--- src/rtl/id_inst_buffer_if.sv ---
// IF->ID instruction buffer interface: fetch-side push, decode-side pop, EX hazard hints.
interface id_inst_buffer_if #(
  parameter int unsigned DEPTH  = 4,
  parameter int unsigned PC_W   = 32,
  parameter int unsigned INST_W = 32
);
  localparam int unsigned CNT_W = $clog2(DEPTH + 1);

  logic              flush;
  logic              in_valid;
  logic              in_ready;
  logic [PC_W-1:0]   in_pc;
  logic [INST_W-1:0] in_inst;
  logic              out_valid;
  logic              out_ready;
  logic [PC_W-1:0]   out_pc;
  logic [INST_W-1:0] out_inst;
  logic              ex_is_load;
  logic              ex_we;
  logic [4:0]        ex_waddr;
  logic              stallreq;
  logic [CNT_W-1:0]  count;

  modport master (
    output flush, in_valid, in_pc, in_inst, out_ready, ex_is_load, ex_we, ex_waddr,
    input  in_ready, out_valid, out_pc, out_inst, stallreq, count
  );

  modport slave (
    input  flush, in_valid, in_pc, in_inst, out_ready, ex_is_load, ex_we, ex_waddr,
    output in_ready, out_valid, out_pc, out_inst, stallreq, count
  );
endinterface

--- src/rtl/id_inst_buffer.sv ---
// Circular FIFO between fetch and decode with load-use interlock on the head entry
// and flush-on-redirect.
module id_inst_buffer #(
  parameter int unsigned DEPTH  = 4,
  parameter int unsigned PC_W   = 32,
  parameter int unsigned INST_W = 32
) (
  input  logic           clk,
  input  logic           rst,
  id_inst_buffer_if.slave bus
);
  localparam int unsigned PTR_W = $clog2(DEPTH);
  localparam int unsigned CNT_W = $clog2(DEPTH + 1);

  typedef struct packed {
    logic [PC_W-1:0]   pc;
    logic [INST_W-1:0] inst;
  } entry_t;

  entry_t             mem [DEPTH];
  logic [PTR_W-1:0]   wr_ptr;
  logic [PTR_W-1:0]   rd_ptr;
  logic [CNT_W-1:0]   cnt;
  entry_t             head;
  logic               empty;
  logic               hazard;
  logic               ready;
  logic               valid;
  logic               push;
  logic               pop;

  // Head is masked to zero when empty so stale storage never leaks out.
  always_comb begin
    empty  = (cnt == '0);
    head   = empty ? '0 : mem[rd_ptr];
    hazard = !empty && bus.ex_is_load && bus.ex_we && (bus.ex_waddr != 5'd0) &&
             ((head.inst[25:21] == bus.ex_waddr) || (head.inst[20:16] == bus.ex_waddr));
    ready  = (cnt < CNT_W'(DEPTH)) && !bus.flush && !rst;
    valid  = !empty && !hazard && !bus.flush;
    push   = bus.in_valid && ready;
    pop    = valid && bus.out_ready;
  end

  assign bus.in_ready  = ready;
  assign bus.out_valid = valid;
  assign bus.stallreq  = hazard;
  assign bus.out_pc    = head.pc;
  assign bus.out_inst  = head.inst;
  assign bus.count     = cnt;

  always_ff @(posedge clk or posedge rst) begin
    if (rst) begin
      wr_ptr <= '0;
      rd_ptr <= '0;
      cnt    <= '0;
    end else if (bus.flush) begin
      wr_ptr <= '0;
      rd_ptr <= '0;
      cnt    <= '0;
    end else begin
      if (push) wr_ptr <= wr_ptr + PTR_W'(1);
      if (pop)  rd_ptr <= rd_ptr + PTR_W'(1);
      cnt <= cnt + CNT_W'(push) - CNT_W'(pop);
    end
  end

  // Storage needs no reset: occupancy alone decides what is visible.
  always_ff @(posedge clk) begin
    if (push) mem[wr_ptr] <= '{pc: bus.in_pc, inst: bus.in_inst};
  end
endmodule

--- src/flat_wrapper.sv ---
// flat-port wrapper written by rule: the top's interface ports become plain ports
module id_inst_buffer_flat 
#(
  parameter int unsigned DEPTH  = 4,
  parameter int unsigned PC_W   = 32,
  parameter int unsigned INST_W = 32
)
  (clk, rst, bus_flush, bus_in_valid, bus_in_pc, bus_in_inst, bus_out_ready, bus_ex_is_load, bus_ex_we, bus_ex_waddr, bus_in_ready, bus_out_valid, bus_out_pc, bus_out_inst, bus_stallreq, bus_count);
  id_inst_buffer_if #(.DEPTH(DEPTH), .PC_W(PC_W), .INST_W(INST_W)) bus_i ();
  input  logic clk;
  input  logic rst;
  input wire logic [$bits(bus_i.flush)-1:0] bus_flush;
  input wire logic [$bits(bus_i.in_valid)-1:0] bus_in_valid;
  input wire logic [$bits(bus_i.in_pc)-1:0] bus_in_pc;
  input wire logic [$bits(bus_i.in_inst)-1:0] bus_in_inst;
  input wire logic [$bits(bus_i.out_ready)-1:0] bus_out_ready;
  input wire logic [$bits(bus_i.ex_is_load)-1:0] bus_ex_is_load;
  input wire logic [$bits(bus_i.ex_we)-1:0] bus_ex_we;
  input wire logic [$bits(bus_i.ex_waddr)-1:0] bus_ex_waddr;
  output wire logic [$bits(bus_i.in_ready)-1:0] bus_in_ready;
  output wire logic [$bits(bus_i.out_valid)-1:0] bus_out_valid;
  output wire logic [$bits(bus_i.out_pc)-1:0] bus_out_pc;
  output wire logic [$bits(bus_i.out_inst)-1:0] bus_out_inst;
  output wire logic [$bits(bus_i.stallreq)-1:0] bus_stallreq;
  output wire logic [$bits(bus_i.count)-1:0] bus_count;
  assign bus_i.flush = bus_flush;
  assign bus_i.in_valid = bus_in_valid;
  assign bus_i.in_pc = bus_in_pc;
  assign bus_i.in_inst = bus_in_inst;
  assign bus_i.out_ready = bus_out_ready;
  assign bus_i.ex_is_load = bus_ex_is_load;
  assign bus_i.ex_we = bus_ex_we;
  assign bus_i.ex_waddr = bus_ex_waddr;
  assign bus_in_ready = bus_i.in_ready;
  assign bus_out_valid = bus_i.out_valid;
  assign bus_out_pc = bus_i.out_pc;
  assign bus_out_inst = bus_i.out_inst;
  assign bus_stallreq = bus_i.stallreq;
  assign bus_count = bus_i.count;
  id_inst_buffer #(.DEPTH(DEPTH), .PC_W(PC_W), .INST_W(INST_W)) u_core (.clk(clk), .rst(rst), .bus(bus_i));
endmodule
--- config.mk ---
export PLATFORM = sky130hd
export DESIGN_NAME = id_inst_buffer_flat
export DESIGN_NICKNAME = d
export VERILOG_FILES = /design/src/rtl/id_inst_buffer_if.sv /design/src/rtl/id_inst_buffer.sv /design/src/flat_wrapper.sv
export SDC_FILE = /design/constraint.sdc
export NUM_CORES = 1
export LEC_CHECK = 0
export ABC_CLOCK_PERIOD_IN_PS = 9500
export BUFFER_PORTS_ARGS = -buffer_cell sky130_fd_sc_hd__buf_2
export CORE_ASPECT_RATIO = 0.8
export CORE_MARGIN = 10
export CORE_UTILIZATION = 46
export CTS_BUF_LIST = sky130_fd_sc_hd__clkbuf_8
export DETAILED_ROUTE_END_ITERATION = 8
export HOLD_SLACK_MARGIN = 0.1
export PLACE_DENSITY = 0.62
export SLEW_MARGIN = 30
export SYNTH_ARGS = -nofsm -noshare
export SYNTH_HDL_FRONTEND = slang
export SYNTH_SLANG_ARGS = --single-unit
--- constraint.sdc ---
create_clock -name clk -period 9.5 [get_ports clk]
set_input_delay 0.95 -clock clk [delete_from_list [all_inputs] [get_ports clk]]
set_output_delay 0.95 -clock clk [all_outputs]
set_load 0.01 [all_outputs]
; ---- Yosys cells after proc, flatten, opt, wreduce, memory -nomap -nowiden
; Memories as Yosys holds them, arrays and structs flattened.
; Index checks and enable logic that the tools add are counted.
; Widths: inputs -> output; s select.
[totals]
ram_bits = 256
inputBits = 76
memories = 1
wordCells = 38
regBits = 7
[classes]
magnitude_cmp = 1
addsub = 4
reduce_logical = 19
eq_ne = 2
mux = 8
[memory_table]
columns = name, depth, width, rd, rd_ports_with_merged_regs, wr, line_no
row1 = u_core.mem, 4, 64, 1, 0, 1, id_inst_buffer.sv:20  ; entry_t mem [DEPTH];
[ops]
columns = operator, n
row1 = $mux 64, 1
row2 = $eq 5x5->1, 2
row3 = $logic_and 1x1->1, 10
row4 = $mux 2, 4
row5 = $reduce_bool 5->1, 1
row6 = $add 2x1->2 const B, 2
row7 = $logic_not 1->1, 4
row8 = $reduce_bool 2->1, 2
row9 = $add 3x1->3, 1
row10 = $logic_not 3->1, 1
row11 = $lt 3x3->1 const B, 1
row12 = $mux 3, 1
row13 = $sub 3x1->3, 1
row14 = $mux 1, 2
row15 = $logic_or 1x1->1, 1

; ---- Depth between registers and ports, before layout
[logic_depth]
ltp_word = 12
depth_mapped = 16

; ---- Worst setup path before layout
; Ideal clock, no wire load.
[synth_path]
kind = input port to flip-flop
start = in bus_flush
end = mem u_core.mem[0][0] (netlist bit) (enable)
n_path_buf = 0
setup_ps = 429
path_stages = 2
required_ps = 9071
path_slack_ps = 6006
t_arrival_ps = 3065
cell_sequence = nor3_1 and3_1
[synth_between]
elab_chain_cells = 6
[synth_rtl]
columns = element, line_no
row1 = from (decl), flat_wrapper.sv:12  ; input wire logic [$bits(bus_i.flush)-1:0] bus_flush;
row2 = $logic_not 1->1, id_inst_buffer.sv:38  ; ready = (cnt < CNT_W'(DEPTH)) && !bus.flush && !rst;
row3 = $logic_and 1x1->1 (2 in a row), id_inst_buffer.sv:38
row4 = $logic_and 1x1->1, id_inst_buffer.sv:40  ; push = bus.in_valid && ready;
row5 = $mux 1, id_inst_buffer.sv:69  ; if (push) mem[wr_ptr] <= '{pc: bus.in_pc, inst: bus.in_inst};
row6 = $mux 1 (not written as such), id_inst_buffer.sv:69
row7 = to (decl), id_inst_buffer.sv:20
; No other way between the ends.

; ---- Worst setup path in the final report
[layout_path]
start = reg u_core.rd_ptr[0]
end = out bus_stallreq
[layout_between]
elab_chain_cells = 5
elab_cells_between_ends = 6
cone_classes = eq/ne (2) / mux (1) / reduce/logical (2) / memory (1)
[layout_rtl]
columns = element, line_no
row1 = from (decl), id_inst_buffer.sv:22  ; logic [PTR_W-1:0] rd_ptr;
row2 = from (signal assigned), id_inst_buffer.sv:62  ; if (pop) rd_ptr <= rd_ptr + PTR_W'(1);
row3 = $mem_v2 4x64 *, n/a
row4 = $mux 64 *, id_inst_buffer.sv:35  ; head = empty ? '0 : mem[rd_ptr];
row5 = $eq 5x5->1, id_inst_buffer.sv:37  ; ((head.inst[25:21] == bus.ex_waddr) || (head.inst[20:16] == bus.ex_waddr));
row6 = $logic_or 1x1->1 *, id_inst_buffer.sv:37
row7 = $logic_and 1x1->1 *, id_inst_buffer.sv:36  ; hazard = !empty && bus.ex_is_load && bus.ex_we && (bus.ex_waddr != 5'd0) &&
row8 = to (decl), flat_wrapper.sv:24  ; output wire logic [$bits(bus_i.stallreq)-1:0] bus_stallreq;
; Every way passes the cells marked *; elsewhere a longest branch is shown, timed or not.

==> metrics <==
category of the most critical setup path=register to output port; number of buffers added on ports=145; Setup WS post-layout=4640 ps; number of maximum-capacitance constraint violations=0; per-cell routed wire length=21.4 µm; required time worst endpoint=8550 ps; final critical delay including setup and external delays=4860 ps; IO Count=146; EDFF count, synth=256; synthesis warning total=0; H-tree depth=2; Area Growth Syn to Fin=18.1%; number of distinct library cell variants in the gate-level netlist after synthesis=40; count of standard-cell rows=49; setup TNS=0 ps; Synth area leader=sky130_fd_sc_hd__edfxtp_1; CTS tree=done; most used flip-flop cell after synthesis=sky130_fd_sc_hd__edfxtp_1; adder-cell share of the synthesized area=0.912%; synthesized instance count=498; arrival time at the worst endpoint=3910 ps; type of element capturing the critical path=output port; Die Wd=188 µm; iteration count of the initial detailed-routing pass=4; r2r setup slk=4710 ps; Yosys reg bits=263; mux share of post-synthesis cell area=14.1%; final worst hold slack=361 ps; initial standard-cell utilization of the core=46.6%; final wirelength=21,600 µm; wire length of the first global-routing pass=33,400 µm; post-route fraction of the period consumed by the critical path=51.2%; Clk Latency, worst-skew pair=520 ps; post_cts resized=0; worst rel slew slack=47.4%; number of DRC violations after detailed routing=0; iteration-0 DRC count of the detailed router=345; status=finished clean; Remaining Overflow, GRT=0; total core area=22,400 µm²; combinational family with the most area after synthesis=multiplexers; largest net degree at the start of global routing=41; post-synthesis share of cell area spent on xor and xnor gates=0.672%; worst slew pin tran=789 ps; Critical Path Start Type=register; number of global-route vias before repair=5,812; maximum ir drop on the vdd rail=0.142 mV; detailed-placement wirelength estimate=13,400 µm; cts-stage hold buffer count=0; final weighted congestion in routability-driven placement=0.723; Syn Nets=581; die footprint=29,100 µm²; number of clock sinks seen by CTS=263; number of nets still failing antenna checks after routing=0; number of vias in the routed layout=5,266; worst clock skew on the final layout=12.6 ps; antenna violations before repair=7; per-cell via count in the routed design=5.21; most frequent cells in the layout=256 x sky130_fd_sc_hd__edfxtp_1, 145 x sky130_fd_sc_hd__buf_2, 64 x sky130_fd_sc_hd__and2_1; Fill cells=1,787; power density cells=236 nW/µm²; most common cell after layout, fill and taps aside=sky130_fd_sc_hd__edfxtp_1; proportion of synthesized chip area in sequential cells=75.4%; CTS Root Buffer Type=sky130_fd_sc_hd__clkbuf_8; share of async-settable or async-resettable flops after synthesis=2.66%; Setup Fix Bufs, Post-CTS=0; TritonCTS Buffers=42; Pins Over Slew Limit=0; area share of the largest cell type after synthesis=73.7%; worst setup timing slack at the placement stage=4610 ps; placed cells=933; hold violation total from the final report=0; highest fanout seen on the critical path=36; average cell area after synthesis=20.9 µm²; top cells by area in the synthesized netlist=sky130_fd_sc_hd__edfxtp_1 74%, sky130_fd_sc_hd__mux4_2 13%, sky130_fd_sc_hd__and2_1 3.8%; Die Height=155 µm; Worst Hold Class=input port to async pin; clock tree buffer depth=3; Leakage Power=0.00430 µW; final layout net count=754; synthesized-area fraction occupied by and/or/nand/nor cells=5.75%; final number of setup-violating endpoints=0; setup repair after global routing missed its margin=false; layout cells sized above 1=39.6%; global routing usage summed across all routing layers=14.8%; Synth Area in Compound Gates=1.66%; combined area of all synthesized cells=10,400 µm²; FMAX=206 MHz; clock slew at the register clock pins of the worst setup and hold paths=60 ps; fin cells=1,010
synth_stat cells, types with 3 or more instances:
master and n:
sky130_fd_sc_hd__and2_1 64, sky130_fd_sc_hd__and3_1 5, sky130_fd_sc_hd__buf_1 3, sky130_fd_sc_hd__buf_2 5, sky130_fd_sc_hd__clkbuf_1 13, sky130_fd_sc_hd__dfrtp_1 7, sky130_fd_sc_hd__edfxtp_1 256, sky130_fd_sc_hd__ha_1 6
sky130_fd_sc_hd__inv_1 10, sky130_fd_sc_hd__mux2i_1 4, sky130_fd_sc_hd__mux4_2 62, sky130_fd_sc_hd__nand2_1 8, sky130_fd_sc_hd__nor2_1 8, sky130_fd_sc_hd__nor2b_1 3, sky130_fd_sc_hd__nor3_1 3, sky130_fd_sc_hd__xnor2_1 4
sky130_fd_sc_hd__xor2_1 4
worst paths after layout:
| kind | from | to | depth (start not counted) |
|---|---|---|---|
| min in group clk | u_core.wr_ptr[0] | u_core.wr_ptr[0] | 1 |
| max reg2reg | u_core.rd_ptr[0] | u_core.bus.count[2] | 15 |
| min | rst | u_core.bus.count[1] | 2 |
| min reg2reg | u_core.wr_ptr[0] | u_core.wr_ptr[0] | 1 |
| max in group asynchronous | rst | u_core.rd_ptr[0] | 2 |
| max | u_core.rd_ptr[0] | bus_stallreq | 8 |
cells by family after synthesis:
group                    after synthesis
AO/OA/AOI/OAI                         16
AND/OR/NAND/NOR                      101
buffers and inverters                 34
flip-flops                           263
XOR/XNOR                               8
adder cells (fa/ha/maj)                7
multiplexers                          69
power breakdown:
group / leakage [µW] / total (µW) / switching [µW] / internal, µW
Combinational: 0.00148 / 724 / 383 / 341
Clock: 0.000421 / 822 / 405 / 417
Sequential: 0.00240 / 1360 / 46.4 / 1310
metal layers:
| metal | vias up | routed length (µm) | GRT usage (%) | part of all wire [%] |
|---|---|---|---|---|
| met4 | 0 | 202 | 3.85 | 0.94 |
| met3 | 23 | 1780 | 5.26 | 8.2 |
| met5 | - | 0 | 0 | 0 |
| met2 | 183 | 9920 | 22.3 | 46 |
| met1 | 2702 | 9680 | 20.0 | 45 |
| li1 | 2358 | - | - | - |
metrics by stage:
step	total power (µW)	util (%)	cell area, µm²
3_5_place_dp	2130	51.8	11600
5_1_grt	3070	55.0	12300
4_1_cts	2950	55.0	12300
2_1_floorplan	1840	-	10400
6_report	2900	55.0	12300
3_3_place_gp	2110	51.2	11500
final cells by class:
class	count	area [µm²]	area share [%]
Tap cell	306	383	3.11
Sequential cell	263	7870	63.9
Timing Repair Buffer	153	876	7.11
Clock buffer	43	592	4.80
Multi-Input combinational cell	201	2430	19.7
Clock inverter	30	118	0.955
Inverter	10	37.5	0.305
Antenna cell	4	10.0	0.0813
sequential cells by signal, indices dropped and copies added (netlist names):
register,flops
u_core.bus.count,3
u_core.mem,256
u_core.rd_ptr,2
u_core.wr_ptr,2
worst max-delay path: stages (launching register included):
cell	delay, ps
sky130_fd_sc_hd__dfrtp_4	840
sky130_fd_sc_hd__buf_4	740
sky130_fd_sc_hd__mux4_2	660
sky130_fd_sc_hd__xnor2_1	220
sky130_fd_sc_hd__a32oi_2	150
sky130_fd_sc_hd__a2111oi_4	450
sky130_fd_sc_hd__nor2_1	90
sky130_fd_sc_hd__inv_1	60
sky130_fd_sc_hd__buf_2	130
Note: power is estimated with default switching activity, not from simulation.
